**src/rtl/accumulator_control_unit.sv**
```systemverilog
`default_nettype none
// ============================================================================
// Module   : accumulator_control_unit
// Brief    : Fetch/decode/execute sequencer for a 16-bit accumulator machine.
//            It is the only master of the synchronous memory and the ALU.
// Revision : 1.0 - initial release
// ============================================================================
module accumulator_control_unit #(
    parameter int          DATA_W     = 16,
    parameter int          PC_W       = 12,
    parameter int          MEM_ADDR_W = 16,
    parameter int unsigned RESET_PC   = 0
) (
    input  logic                  clk,
    input  logic                  reset,
    input  logic                  start,
    output logic [MEM_ADDR_W-1:0] mem_addr,
    output logic [DATA_W-1:0]     mem_wdata,
    output logic                  mem_we,
    input  logic [DATA_W-1:0]     mem_rdata,
    output logic [3:0]            alu_opcode,
    output logic [DATA_W-1:0]     alu_op1,
    output logic [DATA_W-1:0]     alu_op2,
    input  logic [DATA_W-1:0]     alu_result,
    output logic                  busy,
    output logic                  halted,
    output logic                  instr_done,
    output logic [PC_W-1:0]       pc,
    output logic [DATA_W-1:0]     ac,
    output logic [DATA_W-1:0]     ir
);

    typedef enum logic [3:0] {
        S_IDLE    = 4'd0,
        S_FETCH   = 4'd1,
        S_F_LATCH = 4'd2,
        S_DECODE  = 4'd3,
        S_MEM_RD  = 4'd4,
        S_M_LATCH = 4'd5,
        S_EXEC    = 4'd6,
        S_STORE   = 4'd7,
        S_HALT    = 4'd8
    } state_t;

    localparam logic [3:0] C_OP_HALT  = 4'h0;
    localparam logic [3:0] C_OP_LOAD  = 4'h1;
    localparam logic [3:0] C_OP_STORE = 4'h2;
    localparam logic [3:0] C_OP_JUMP  = 4'h3;
    localparam logic [3:0] C_OP_JUMPZ = 4'h4;
    localparam logic [3:0] C_OP_ADD   = 4'h5;
    localparam logic [3:0] C_OP_SUB   = 4'h6;
    localparam logic [3:0] C_OP_AND   = 4'h7;
    localparam logic [3:0] C_OP_OR    = 4'h8;
    localparam logic [3:0] C_OP_XOR   = 4'h9;
    localparam logic [3:0] C_OP_SHL   = 4'hA;
    localparam logic [3:0] C_OP_SHR   = 4'hB;
    localparam logic [3:0] C_OP_CMPGT = 4'hC;
    localparam logic [3:0] C_OP_CMPEQ = 4'hD;
    localparam logic [3:0] C_OP_LOADI = 4'hE;

    localparam logic [3:0] C_ALU_ADD   = 4'b0000;
    localparam logic [3:0] C_ALU_SUB   = 4'b0001;
    localparam logic [3:0] C_ALU_SHL   = 4'b0100;
    localparam logic [3:0] C_ALU_SHR   = 4'b0101;
    localparam logic [3:0] C_ALU_AND   = 4'b1000;
    localparam logic [3:0] C_ALU_OR    = 4'b1001;
    localparam logic [3:0] C_ALU_XOR   = 4'b1010;
    localparam logic [3:0] C_ALU_CMPGT = 4'b1110;
    localparam logic [3:0] C_ALU_CMPEQ = 4'b1111;

    state_t            state_q, state_d;
    logic [PC_W-1:0]   pc_q, pc_d;
    logic [PC_W-1:0]   mar_q, mar_d;
    logic [DATA_W-1:0] mbr_q, mbr_d;
    logic [DATA_W-1:0] ir_q, ir_d;
    logic [DATA_W-1:0] ac_q, ac_d;
    logic              halt_entry_q, halt_entry_d;
    logic [3:0]        op;

    assign op = ir_q[DATA_W-1 -: 4];

    always_ff @(posedge clk or negedge reset) begin
        if (!reset) begin
            state_q      <= S_IDLE;
            pc_q         <= PC_W'(RESET_PC);
            mar_q        <= '0;
            mbr_q        <= '0;
            ir_q         <= '0;
            ac_q         <= '0;
            halt_entry_q <= 1'b0;
        end else begin
            state_q      <= state_d;
            pc_q         <= pc_d;
            mar_q        <= mar_d;
            mbr_q        <= mbr_d;
            ir_q         <= ir_d;
            ac_q         <= ac_d;
            halt_entry_q <= halt_entry_d;
        end
    end

    always_comb begin
        state_d      = state_q;
        pc_d         = pc_q;
        mar_d        = mar_q;
        mbr_d        = mbr_q;
        ir_d         = ir_q;
        ac_d         = ac_q;
        halt_entry_d = 1'b0;
        mem_addr     = '0;
        mem_we       = 1'b0;
        alu_opcode   = 4'b0000;
        instr_done   = 1'b0;

        unique case (state_q)
            S_IDLE: begin
                if (start) state_d = S_FETCH;
            end
            S_FETCH: begin
                mem_addr = MEM_ADDR_W'(pc_q);
                state_d  = S_F_LATCH;
            end
            S_F_LATCH: begin
                ir_d    = mem_rdata;
                pc_d    = pc_q + PC_W'(1);
                state_d = S_DECODE;
            end
            S_DECODE: begin
                mar_d = ir_q[PC_W-1:0];
                case (op)
                    C_OP_LOAD, C_OP_ADD, C_OP_SUB, C_OP_AND, C_OP_OR,
                    C_OP_XOR, C_OP_CMPGT, C_OP_CMPEQ: state_d = S_MEM_RD;
                    C_OP_STORE: state_d = S_STORE;
                    C_OP_HALT: begin
                        state_d      = S_HALT;
                        halt_entry_d = 1'b1;
                    end
                    default: state_d = S_EXEC;
                endcase
            end
            S_MEM_RD: begin
                mem_addr = MEM_ADDR_W'(mar_q);
                state_d  = S_M_LATCH;
            end
            S_M_LATCH: begin
                mbr_d   = mem_rdata;
                state_d = S_EXEC;
            end
            S_EXEC: begin
                instr_done = 1'b1;
                state_d    = S_FETCH;
                case (op)
                    C_OP_LOAD:  ac_d = mbr_q;
                    C_OP_JUMP:  pc_d = mar_q;
                    C_OP_JUMPZ: if (ac_q == '0) pc_d = mar_q;
                    C_OP_LOADI: ac_d = DATA_W'(ir_q[PC_W-1:0]);
                    C_OP_ADD:   begin alu_opcode = C_ALU_ADD;   ac_d = alu_result; end
                    C_OP_SUB:   begin alu_opcode = C_ALU_SUB;   ac_d = alu_result; end
                    C_OP_AND:   begin alu_opcode = C_ALU_AND;   ac_d = alu_result; end
                    C_OP_OR:    begin alu_opcode = C_ALU_OR;    ac_d = alu_result; end
                    C_OP_XOR:   begin alu_opcode = C_ALU_XOR;   ac_d = alu_result; end
                    C_OP_SHL:   begin alu_opcode = C_ALU_SHL;   ac_d = alu_result; end
                    C_OP_SHR:   begin alu_opcode = C_ALU_SHR;   ac_d = alu_result; end
                    C_OP_CMPGT: begin alu_opcode = C_ALU_CMPGT; ac_d = alu_result; end
                    C_OP_CMPEQ: begin alu_opcode = C_ALU_CMPEQ; ac_d = alu_result; end
                    default: ;
                endcase
            end
            S_STORE: begin
                mem_addr   = MEM_ADDR_W'(mar_q);
                mem_we     = 1'b1;
                instr_done = 1'b1;
                state_d    = S_FETCH;
            end
            S_HALT: begin
                // The HALT instruction completes on its first cycle in this state only.
                instr_done = halt_entry_q;
                if (start) state_d = S_FETCH;
            end
            default: state_d = S_IDLE;
        endcase
    end

    assign mem_wdata = ac_q;
    assign alu_op1   = ac_q;
    assign alu_op2   = mbr_q;
    assign busy      = (state_q != S_IDLE) && (state_q != S_HALT);
    assign halted    = (state_q == S_HALT);
    assign pc        = pc_q;
    assign ac        = ac_q;
    assign ir        = ir_q;

endmodule
`default_nettype wire

```
**config.mk**
```make
export PLATFORM = sky130hd
export DESIGN_NAME = accumulator_control_unit
export DESIGN_NICKNAME = d
export VERILOG_FILES = /design/src/rtl/accumulator_control_unit.sv
export SDC_FILE = /design/constraint.sdc
export NUM_CORES = 1
export LEC_CHECK = 0
export BUFFER_PORTS_ARGS = -buffer_cell sky130_fd_sc_hd__buf_2
export CAP_MARGIN = 40
export CELL_PAD_IN_SITES_DETAIL_PLACEMENT = 1
export CELL_PAD_IN_SITES_GLOBAL_PLACEMENT = 2
export CORE_ASPECT_RATIO = 0.75
export CORE_MARGIN = 2
export CORE_UTILIZATION = 32
export CTS_CLUSTER_DIAMETER = 100
export DETAILED_ROUTE_END_ITERATION = 16
export PLACE_DENSITY_LB_ADDON = 0.3
export SETUP_SLACK_MARGIN = 0.2
export SKIP_LAST_GASP = 1
export SLEW_MARGIN = 0
export SYNTH_ARGS = -nofsm -noshare
export SYNTH_HDL_FRONTEND = slang
export SYNTH_SLANG_ARGS = --single-unit
```
**constraint.sdc**
```tcl
create_clock -name clk -period 2.8 [get_ports clk]
set_input_delay 0.28 -clock clk [delete_from_list [all_inputs] [get_ports clk]]
set_output_delay 0.28 -clock clk [all_outputs]
set_load 0.01 [all_outputs]
```
==> impl_metrics.json, run 1 <==
{
  "outcome": "finished, final reports clean",
  "slew_viol_final": 0,
  "start_kind": "flip-flop",
  "worstReg2RegStart": "ir[13]",
  "r2r_slack_ns": 0.66,
  "wl_met3_um": 584,
  "crit_type": "reg2out",
  "clock_latency_ns": 0.34,
  "worst_path_dominant_cell_family": "flip-flops",
  "final_nets": 549,
  "fillers": 1470,
  "syn-mean-instance-area_um2": 10.3,
  "cts_tree": "yes",
  "synth-simple-area-share_pct": 12.6,
  "synth-compound-area-share_pct": 18.2,
  "leakagePower_nw": 2.47,
  "power_density_mw_per_mm2": 1360,
  "fin_crit_ns": 2.20,
  "first_pass_iters": 4,
  "final_area_mm2": 0.00513,
  "gp_congestion": 0.768,
  "row_count": 35,
  "syn_inst": 401,
  "path_buf_inv": 2,
  "synthAdderAreaFrac_pct": 0.304,
  "rsz0062_at_grt": "no",
  "port_buffers": 146,
  "cts_num_sinks": 77,
  "ys_async_sr_fraction_pct": 100,
  "vias": 3454,
  "vdd_drop_max_v": 0.000444,
  "die_y_um": 102,
  "antenna_cells": 0,
  "ys_warn_count": 0,
  "hold_class": "in2reg",
  "area_growth_pct": 24.7,
  "rr_worst_depth": 5,
  "worst_pin_slew_ns": 0.535,
  "grt_usage_pct": 19.0,
  "worstPathCellList": "nand2b_1 -> a21oi_1 -> buf_4 -> a22o_1 -> buf_2",
  "ff_latch_area_mm2": 0.00193,
  "grt_pass1_vias": 3426,
  "hold_violations": 0,
  "synth_top_area_share_pct": 46.8,
  "htreeDepth": 3,
  "yosys-top-cells-count": "dfrtp_1, mux2_2, nand2_1",
  "skew_ns": 0.00935,
  "yosysMostFrequentCell": "dfrtp_1",
  "synth_top_family_by_area": "compound AO/OA/AOI/OAI gates",
  "multi_input_area_mm2": 0.00179,
  "via_per_inst": 5.06,
  "min_path_cells": 3,
  "ant_nets": 0,
  "fin_tns_setup_ns": 0,
  "hold_path.startpoint": "mem_rdata[15]",
  "clk_pin_slew_ns": 0.06,
  "synth_area_leaders": "dfrtp_1, mux2_2, buf_4",
  "slew_headroom_pct": 63.9,
  "yosysTopAreaCell": "dfrtp_1",
  "wire_per_inst_um": 18.5,
  "synth_cell_types": 48,
  "ys_seq_elements": 77,
  "synthFlopType": "dfrtp_1",
  "syn_area_mm2": 0.00412,
  "max_cap_viol_count": 0,
  "io_pins": 151,
  "synth_edf_count": 0,
  "post-cts-setup-buffer-count": 0,
  "synth_xor_area_share_pct": 0.213,
  "crit_required_ns": 2.52,
  "grt_pass1_wl_mm": 19.9,
  "die_area_mm2": 0.0138,
  "clock.fmax_mhz": 455,
  "cp-end-kind": "primary output",
  "crit_fanout": 12,
  "hold-path-endpoint": "ir[15]",
  "rr_endpoint": "pc[7]",
  "hold_slack_ns": 0.179,
  "wl_met1_mm": 6.20,
  "core_area_mm2": 0.0124,
  "setup_violations": 0,
  "cts_buffer_depth": 2,
  "dpl.hpwl_mm": 9.28,
  "met2WireLength_mm": 5.69,
  "numCtsBuffers": 9,
  "cp_slowest_stage_delay_ns": 0.62,
  "initial_core_util_pct": 33.1,
  "drive_gt1_share_pct": 44.3,
  "fin_crit_sh_pct": 78.4,
  "drc": 0,
  "ys_seq_area_share_pct": 46.8,
  "grt_overflow": 0,
  "grt_max_degree": 49,
  "ctsResizeCount": 0,
  "worstPathArrival_ns": 1.92,
  "die_x_um": 135,
  "synthMuxAreaShare_pct": 11.5,
  "drt_iter0_drc": 188,
  "crit_slowest_cell": "dfrtp_1",
  "antenna_found_initial": 0,
  "cts-root-buf": "clkbuf_16",
  "placed_area_mm2": 0.00480,
  "highest_layer": "met4",
  "routed_wl_mm": 12.6
}
## area by class of cell
class	instances	area share (%)
Timing Repair Buffer	160	16.9
Clock buffer	12	5.00
Sequential cell	77	37.5
Tap cell	166	4.05
Inverter	5	0.366
Clock inverter	3	1.34
Multi-Input combinational cell	260	34.8
## cell usage in the layout (no fill, tap or decap), types with 2 or more instances in the layout
master / count
nand3_1: 8
nand2b_1: 4
clkbuf_8: 2
a31oi_1: 3
dfrtp_1: 77
a21o_1: 2
a21oi_2: 6
clkbuf_16: 9
o21a_1: 2
nor4_1: 4
bufinv_16: 2
nor3b_1: 4
o21ai_0: 30
a21oi_1: 34
a22o_1: 24
buf_4: 12
nand4_1: 2
nor2b_1: 2
conb_1: 4
nor2_1: 12
nor3_1: 5
mux2_2: 42
and3_1: 6
o22ai_1: 2
buf_2: 145
and4_1: 3
inv_1: 5
nand2_1: 40
## flip-flops by register name, indices dropped and copies added (netlist names)
name and flops:
ac 16, mar_q 12, ir 16, state_q 4, pc 12, halt_entry_q 1
alu_op2 16
## stage by stage
stage | util [%] | total power [mW] | std cells | setup WS, ns
after CTS | 41.3 | 7.05 | 683 | 0.607
after global placement | 38.2 | 5.62 | 665 | 0.725
final | 41.3 | 6.96 | 683 | 0.604
after floorplan | - | 4.59 | 404 | 0.877
after detailed placement | 38.6 | 5.73 | 667 | 0.682
after global routing | 41.3 | 7.50 | 683 | 0.425
## worst max-delay path by stage
stage	start	end	slack, ns	depth (start not counted)
floorplan	ir[12]	pc[4]	0.88	6
global placement	state_q[0]	ac[2]	0.73	4
detailed placement	ir[12]	pc[7]	0.68	4
CTS	state_q[2]	mem_addr[2]	0.61	5
global route	state_q[1]	mem_addr[2]	0.43	6
finish	state_q[2]	mem_addr[2]	0.60	5
## cells by family after synthesis
group	count (synthesis)
fa+ha+maj	1
xor+xnor	1
other cells	1
flops	77
mux	42
simple gates	99
compound gates	113
buf+inv	67
## worst register-to-register path: cells and delay by family (launching register included)
family,cells,cell delay [ns]
AND/OR/NAND/NOR,2,0.86
flip-flops,1,0.52
AO/OA/AOI/OAI,3,0.69
## timing repair
action / CTS / global route
setup endpoints to repair: 0 / 0
hold buffers: 1 / 0
endpoints found under the hold margin: 29 / 0
## metal layers
layer  GRT usage [%]  vias to the layer above
met2            29.2                       81
li1                -                     1630
met1            27.0                     1732
met3            4.07                       11
met4            6.09                        0
met5               0                        -
## where the power goes
group	internal (mW)	total, mW	switching, mW
Clock	0.826	1.28	0.458
Combinational	1.51	3.25	1.73
Sequential	1.66	2.43	0.764
Note: power is estimated with default switching activity, not from simulation.
==> run 2: changes to the inputs <==
ABC_AREA = 1   (was not set)
CORE_UTILIZATION = 24   (was 32)
clock period = 2.02 ns   (was 2.8 ns; I/O delays follow)
==> run 2 against run 1 <==
Effect of this change: final area is 11% higher; synthesized cell count is 48% higher; sequential power is 28% higher.
==> impl_metrics.json, run 2 <==
{
  "dpl.cell_count": 945,
  "syn_area_mm2": 0.00434,
  "setup_violations": 0,
  "ys_seq_area_share_pct": 44.4,
  "crit_fanout": 8,
  "routed_wl_mm": 15.4,
  "final_nets": 768,
  "drive_gt1_share_pct": 32.0,
  "fin_crit_sh_pct": 89.2,
  "gp_congestion": 0.816,
  "placed_area_mm2": 0.00513,
  "initial_core_util_pct": 24.6,
  "cts_tree": "yes",
  "power.share.switching_pct": 47.4,
  "die_y_um": 120,
  "hold_class": "in2reg",
  "layout.cells.non_filler": 979,
  "drc": 0,
  "ant_nets": 0,
  "final_area_mm2": 0.00569,
  "row_count": 42,
  "wire_per_inst_um": 15.7,
  "cts-root-buf": "clkbuf_16",
  "intPower_mw": 5.15,
  "start_kind": "flip-flop",
  "synth_area_leaders": "dfrtp_1, nand2_1, o21ai_0",
  "clockPowerShare_pct": 16.2,
  "synth_cell_types": 29,
  "worstPathCellList": "inv_2 -> buf_4 -> nand2_4 -> nand2_4 -> o21ai_2 -> buf_2",
  "grt_pass1_vias": 4582,
  "clock.fmax_mhz": 555,
  "yosysTopAreaCell": "dfrtp_1",
  "fin_crit_ns": 1.80,
  "p_seq_share_pct": 31.8,
  "crit_type": "reg2out",
  "synth_edf_count": 0,
  "via_per_inst": 4.52,
  "slew_viol_final": 0,
  "port_buffers": 146,
  "grt_pass1_wl_mm": 24.6,
  "hold_violations": 0,
  "antenna_cells": 0,
  "vdd_drop_max_v": 0.000482,
  "netSwitchingPower_mw": 4.63,
  "fin_tns_setup_ns": 0,
  "vias": 4425,
  "dpl.hpwl_mm": 11.8,
  "yosys-top-cells-count": "nand2_1, dfrtp_1, o21ai_0",
  "cp-end-kind": "primary output",
  "io_pins": 151,
  "synth_top_area_share_pct": 44.4,
  "layout_commonest_cell": "nand2_1",
  "cp_slowest_stage_delay_ns": 0.42,
  "die_area_mm2": 0.0192,
  "worstPathArrival_ns": 1.60,
  "outcome": "finished, final reports clean",
  "skew_ns": 0.00720,
  "drt_iter0_drc": 193,
  "numCtsBuffers": 9,
  "die_x_um": 159,
  "rsz0062_at_grt": "yes",
  "max_cap_viol_count": 0,
  "core_area_mm2": 0.0177,
  "grt_overflow": 0,
  "syn-mean-instance-area_um2": 7.30,
  "synthFlopType": "dfrtp_1",
  "cts_num_sinks": 77,
  "post-route-util_pct": 32.2,
  "slew_headroom_pct": 59.6,
  "crit_required_ns": 1.82,
  "crit_slowest_cell": "dfrtp_1",
  "power_density_mw_per_mm2": 1720,
  "grt_usage_pct": 16.3,
  "syn_inst": 594,
  "p_comb_share_pct": 51.9,
  "hold_slack_ns": 0.129,
  "ys_seq_elements": 77,
  "first_pass_iters": 4,
  "critPathMostFrequentCell": "nand2_4",
  "cts_buffer_depth": 2,
  "area_growth_pct": 31.1,
  "ys_warn_count": 0,
  "ys_async_sr_fraction_pct": 100,
  "yosysMostFrequentCell": "nand2_1",
  "leakagePower_nw": 3.06,
  "grt_max_degree": 43,
  "htreeDepth": 3,
  "worst_pin_slew_ns": 0.606,
  "clk_pin_slew_ns": 0.06,
  "antenna_found_initial": 0,
  "clock_latency_ns": 0.34,
  "layout_common_cells": "nand2_1, buf_2, dfrtp_1"
}
==> run 2: cell families (layout without fill, tap and decap cells) <==
logic type               after synthesis  count (layout)  share of synthesized area (%)
other                                  1               4                         0.0864
AO/OA/AOI/OAI                         73              73                           8.79
buffers and inverters                111             251                           13.4
adder cells (fa/ha/maj)                1               1                          0.288
AND/OR/NAND/NOR                      330             330                           32.8
flip-flops                            77              77                           44.4
XOR/XNOR                               1               1                          0.202
==> run 2: path summary, 6_finish.rpt <==
kind / startpoint / end / slack (ns) / cells past startpoint
setup / recovery: state_q[0] / mem_addr[2] / 0.22 / 6
hold / removal: mem_rdata[14] / alu_op2[14] / 0.13 / 3
setup reg to reg: ir[15] / pc[3] / 0.33 / 10
hold reg to reg: mar_q[10] / mar_q[10] / 0.52 / 2
max in group asynchronous: reset / state_q[3] / 0.86 / 3
min in group asynchronous: reset / ir[11] / 0.40 / 2
==> run 2: critical path: cells and delay by family, from the launching register on <==
family          cells  cell delay [ns]
compound gates      1             0.18
buf+inv             3             0.40
flops               1             0.42
simple gates        2             0.27
==> run 2: per-stage QoR <==
| step | setup WS [ns] | power [mW] |
|---|---|---|
| final | 0.217 | 9.79 |
| after global placement | 0.216 | 7.70 |
| after floorplan | 0.451 | 6.14 |
| after detailed placement | 0.174 | 7.83 |
| after global routing | 0.127 | 10.7 |
| after CTS | 0.168 | 9.65 |
==> run 2: final cells by class <==
cell class	instances	area, um^2
clock buffers	13	270
clock inverters	3	18.8
fillers	2230	12000
inverters	55	215
multi-input cells	409	1940
flip-flops and latches	77	1930
well taps	242	303
repair buffers	180	1010
==> run 2: routing by layer <==
| layer | vias up | track usage [%] | wire length (um) |
|---|---|---|---|
| li1 | 2143 | - | - |
| met1 | 2179 | 21.8 | 7280 |
| met2 | 91 | 26.4 | 7330 |
| met3 | 12 | 3.98 | 610 |
| met4 | 0 | 4.26 | 167 |
| met5 | - | 0 | 0 |
==> run 2: what timing repair did <==
item	CTS	global route
endpoints found under the setup margin	17	43
buffers inserted	5	12
gates resized for setup	26	16
hold buffers	1	0
endpoints found under the hold margin	40	0
pin swaps	1	5
==> run 2: power groups by stage <==
| stage | logic (mW) | clock network (mW) | registers [mW] |
|---|---|---|---|
| 4_1_cts | 4.87 | 1.64 | 3.14 |
| 3_5_place_dp | 4.68 | 0 | 3.15 |
| 3_3_place_gp | 4.58 | 0 | 3.12 |
| 6_report | 5.08 | 1.59 | 3.11 |
| 2_1_floorplan | 2.98 | 0 | 3.16 |
| 5_1_grt | 5.73 | 1.70 | 3.24 |
==> run 3: changes to the inputs <==
CELL_PAD_IN_SITES_DETAIL_PLACEMENT = not set   (was 1)
CELL_PAD_IN_SITES_GLOBAL_PLACEMENT = not set   (was 2)
CORE_UTILIZATION = 46   (was 24)
==> run 3 against run 2 <==
Effect of this change: clock skew down 0.0038 ns; setup slack worse by 0.037 ns; largest power group unchanged; wire length down 17%; register-to-register slack worse by 0.10 ns; fmax down 2.0%.
==> impl_metrics.json, run 3 (same netlist as run 2, synthesis figures left out) <==
{
  "outcome": "finished, final reports clean",
  "hold_violations": 0,
  "placed_area_mm2": 0.00498,
  "cts_buffer_depth": 2,
  "antenna_found_initial": 0,
  "crit_fanout": 6,
  "grt_pass1_wl_mm": 20.0,
  "start_kind": "flip-flop",
  "drive_gt1_share_pct": 31.6,
  "htreeDepth": 3,
  "wl_met3_mm": 1.01,
  "area_growth_pct": 29.7,
  "crit_required_ns": 1.82,
  "crit_type": "reg2out",
  "cts-root-buf": "clkbuf_16",
  "final_area_mm2": 0.00563,
  "clock.fmax_mhz": 544,
  "die_area_mm2": 0.0102,
  "post-route-util_pct": 61.7,
  "initial_core_util_pct": 47.6,
  "grt_overflow": 0,
  "rsz0062_at_grt": "yes",
  "via_per_inst": 5.20,
  "first_pass_iters": 5,
  "io_pins": 151,
  "vias": 4495,
  "met2WireLength_mm": 5.76,
  "dpl.cell_count": 828,
  "antenna_cells": 0,
  "leakagePower_nw": 3.11,
  "grt_max_degree": 49,
  "max_cap_viol_count": 0,
  "cts_tree": "yes",
  "drt_iter0_drc": 381,
  "cp_slowest_stage_delay_ns": 0.45,
  "grt_pass1_vias": 4056,
  "critPathMostFrequentCell": "nor2_4",
  "slew_viol_final": 0,
  "fin_crit_ns": 1.84,
  "row_count": 30,
  "finalPower_mw": 9.96,
  "wl_met1_mm": 5.80,
  "setup_violations": 0,
  "port_buffers": 146,
  "crit_slowest_cell": "dfrtp_2",
  "drc": 0,
  "worst_path_dominant_cell_family": "flip-flops",
  "clk_pin_slew_ns": 0.06,
  "die_y_um": 88.1,
  "fin_crit_sh_pct": 91.1,
  "numCtsBuffers": 9,
  "vdd_drop_max_v": 0.000833,
  "clock_latency_ns": 0.33,
  "path_buf_inv": 3,
  "fin_tns_setup_ns": 0,
  "worstPathCellList": "inv_4 -> nor2_4 -> nor2_4 -> buf_6 -> nand3_1 -> o21ai_0 -> buf_2",
  "slew_headroom_pct": 64.4,
  "ant_nets": 0,
  "skew_ns": 0.00337,
  "hold_class": "in2reg",
  "gp_congestion": 0.880,
  "grt_usage_pct": 25.0,
  "layout_commonest_cell": "nand2_1",
  "die_x_um": 116,
  "highest_layer": "met4",
  "wire_per_inst_um": 14.7,
  "cts_num_sinks": 77,
  "layout_common_cells": "nand2_1, buf_2, dfrtp_1",
  "core_area_mm2": 0.00912,
  "final_nets": 768,
  "layout.cells.non_filler": 865,
  "cp-end-kind": "primary output",
  "worstPathArrival_ns": 1.64,
  "worst_pin_slew_ns": 0.532,
  "routed_wl_mm": 12.7,
  "power_density_mw_per_mm2": 1770,
  "dpl.hpwl_mm": 9.12
}
run 3: cell types whose count changed in the layout (fill, tap and decap cells not counted), moves of 3 or more:
cell	previous run	this run
buf_4	32	28
bufinv_16	0	3
o21ai_0	52	55
o21ai_2	3	0
run 3: worst reg2reg max path, delay by kind of cell, from the launching register on:
family / cells / cell delay, ns
flops: 1 / 0.44
buf+inv: 4 / 0.55
simple gates: 7 / 0.68
run 3: final timing paths:
check,startpoint,end,slack [ns],cells after the start
max in group asynchronous,reset,alu_op2[5],1.07,3
min in group asynchronous,reset,pc[11],0.34,2
worst max-delay path,state_q[0],mem_addr[9],0.18,7
worst max register to register,state_q[3],pc[9],0.23,11
worst min-delay path,mem_rdata[2],ir[2],0.15,3
worst min register to register,alu_op2[13],alu_op2[13],0.52,2
run 3: power breakdown:
part	internal [mW]	switching, mW
sequential	2.27	0.847
combinational	1.99	3.00
clock	1.24	0.620
total	5.50	4.47
run 3: layer usage:
metal,global-route usage [%],vias up
met5,0,-
met4,6.28,0
met3,5.47,21
met2,38.9,200
met1,35.9,2141
li1,-,2133
run 3: area by class of cell:
cell class              instances  area, um^2
fillers                       827        3490
clock inverters                 4        95.1
multi-input cells             410        1940
clock buffers                  12         246
flip-flops and latches         77        1930
inverters                      55         215
well taps                     128         160
repair buffers                179        1040
run 3: metrics by stage:
stage / hold WS [ns] / setup slack (ns)
floorplan: -0.0936 / 0.451
global placement: 0.157 / 0.178
detailed placement: 0.165 / 0.140
CTS: 0.136 / 0.187
global route: 0.154 / 0.131
finish: 0.146 / 0.181
run 3: timing repair:
item / CTS / global route
hold buffers: 1 / 0
gates resized for setup: 23 / 19
cloned: 1 / 1
setup buffers: 5 / 13
endpoints found under the setup margin: 16 / 44
pin swaps: 2 / 3
hold endpoints to repair: 29 / 0
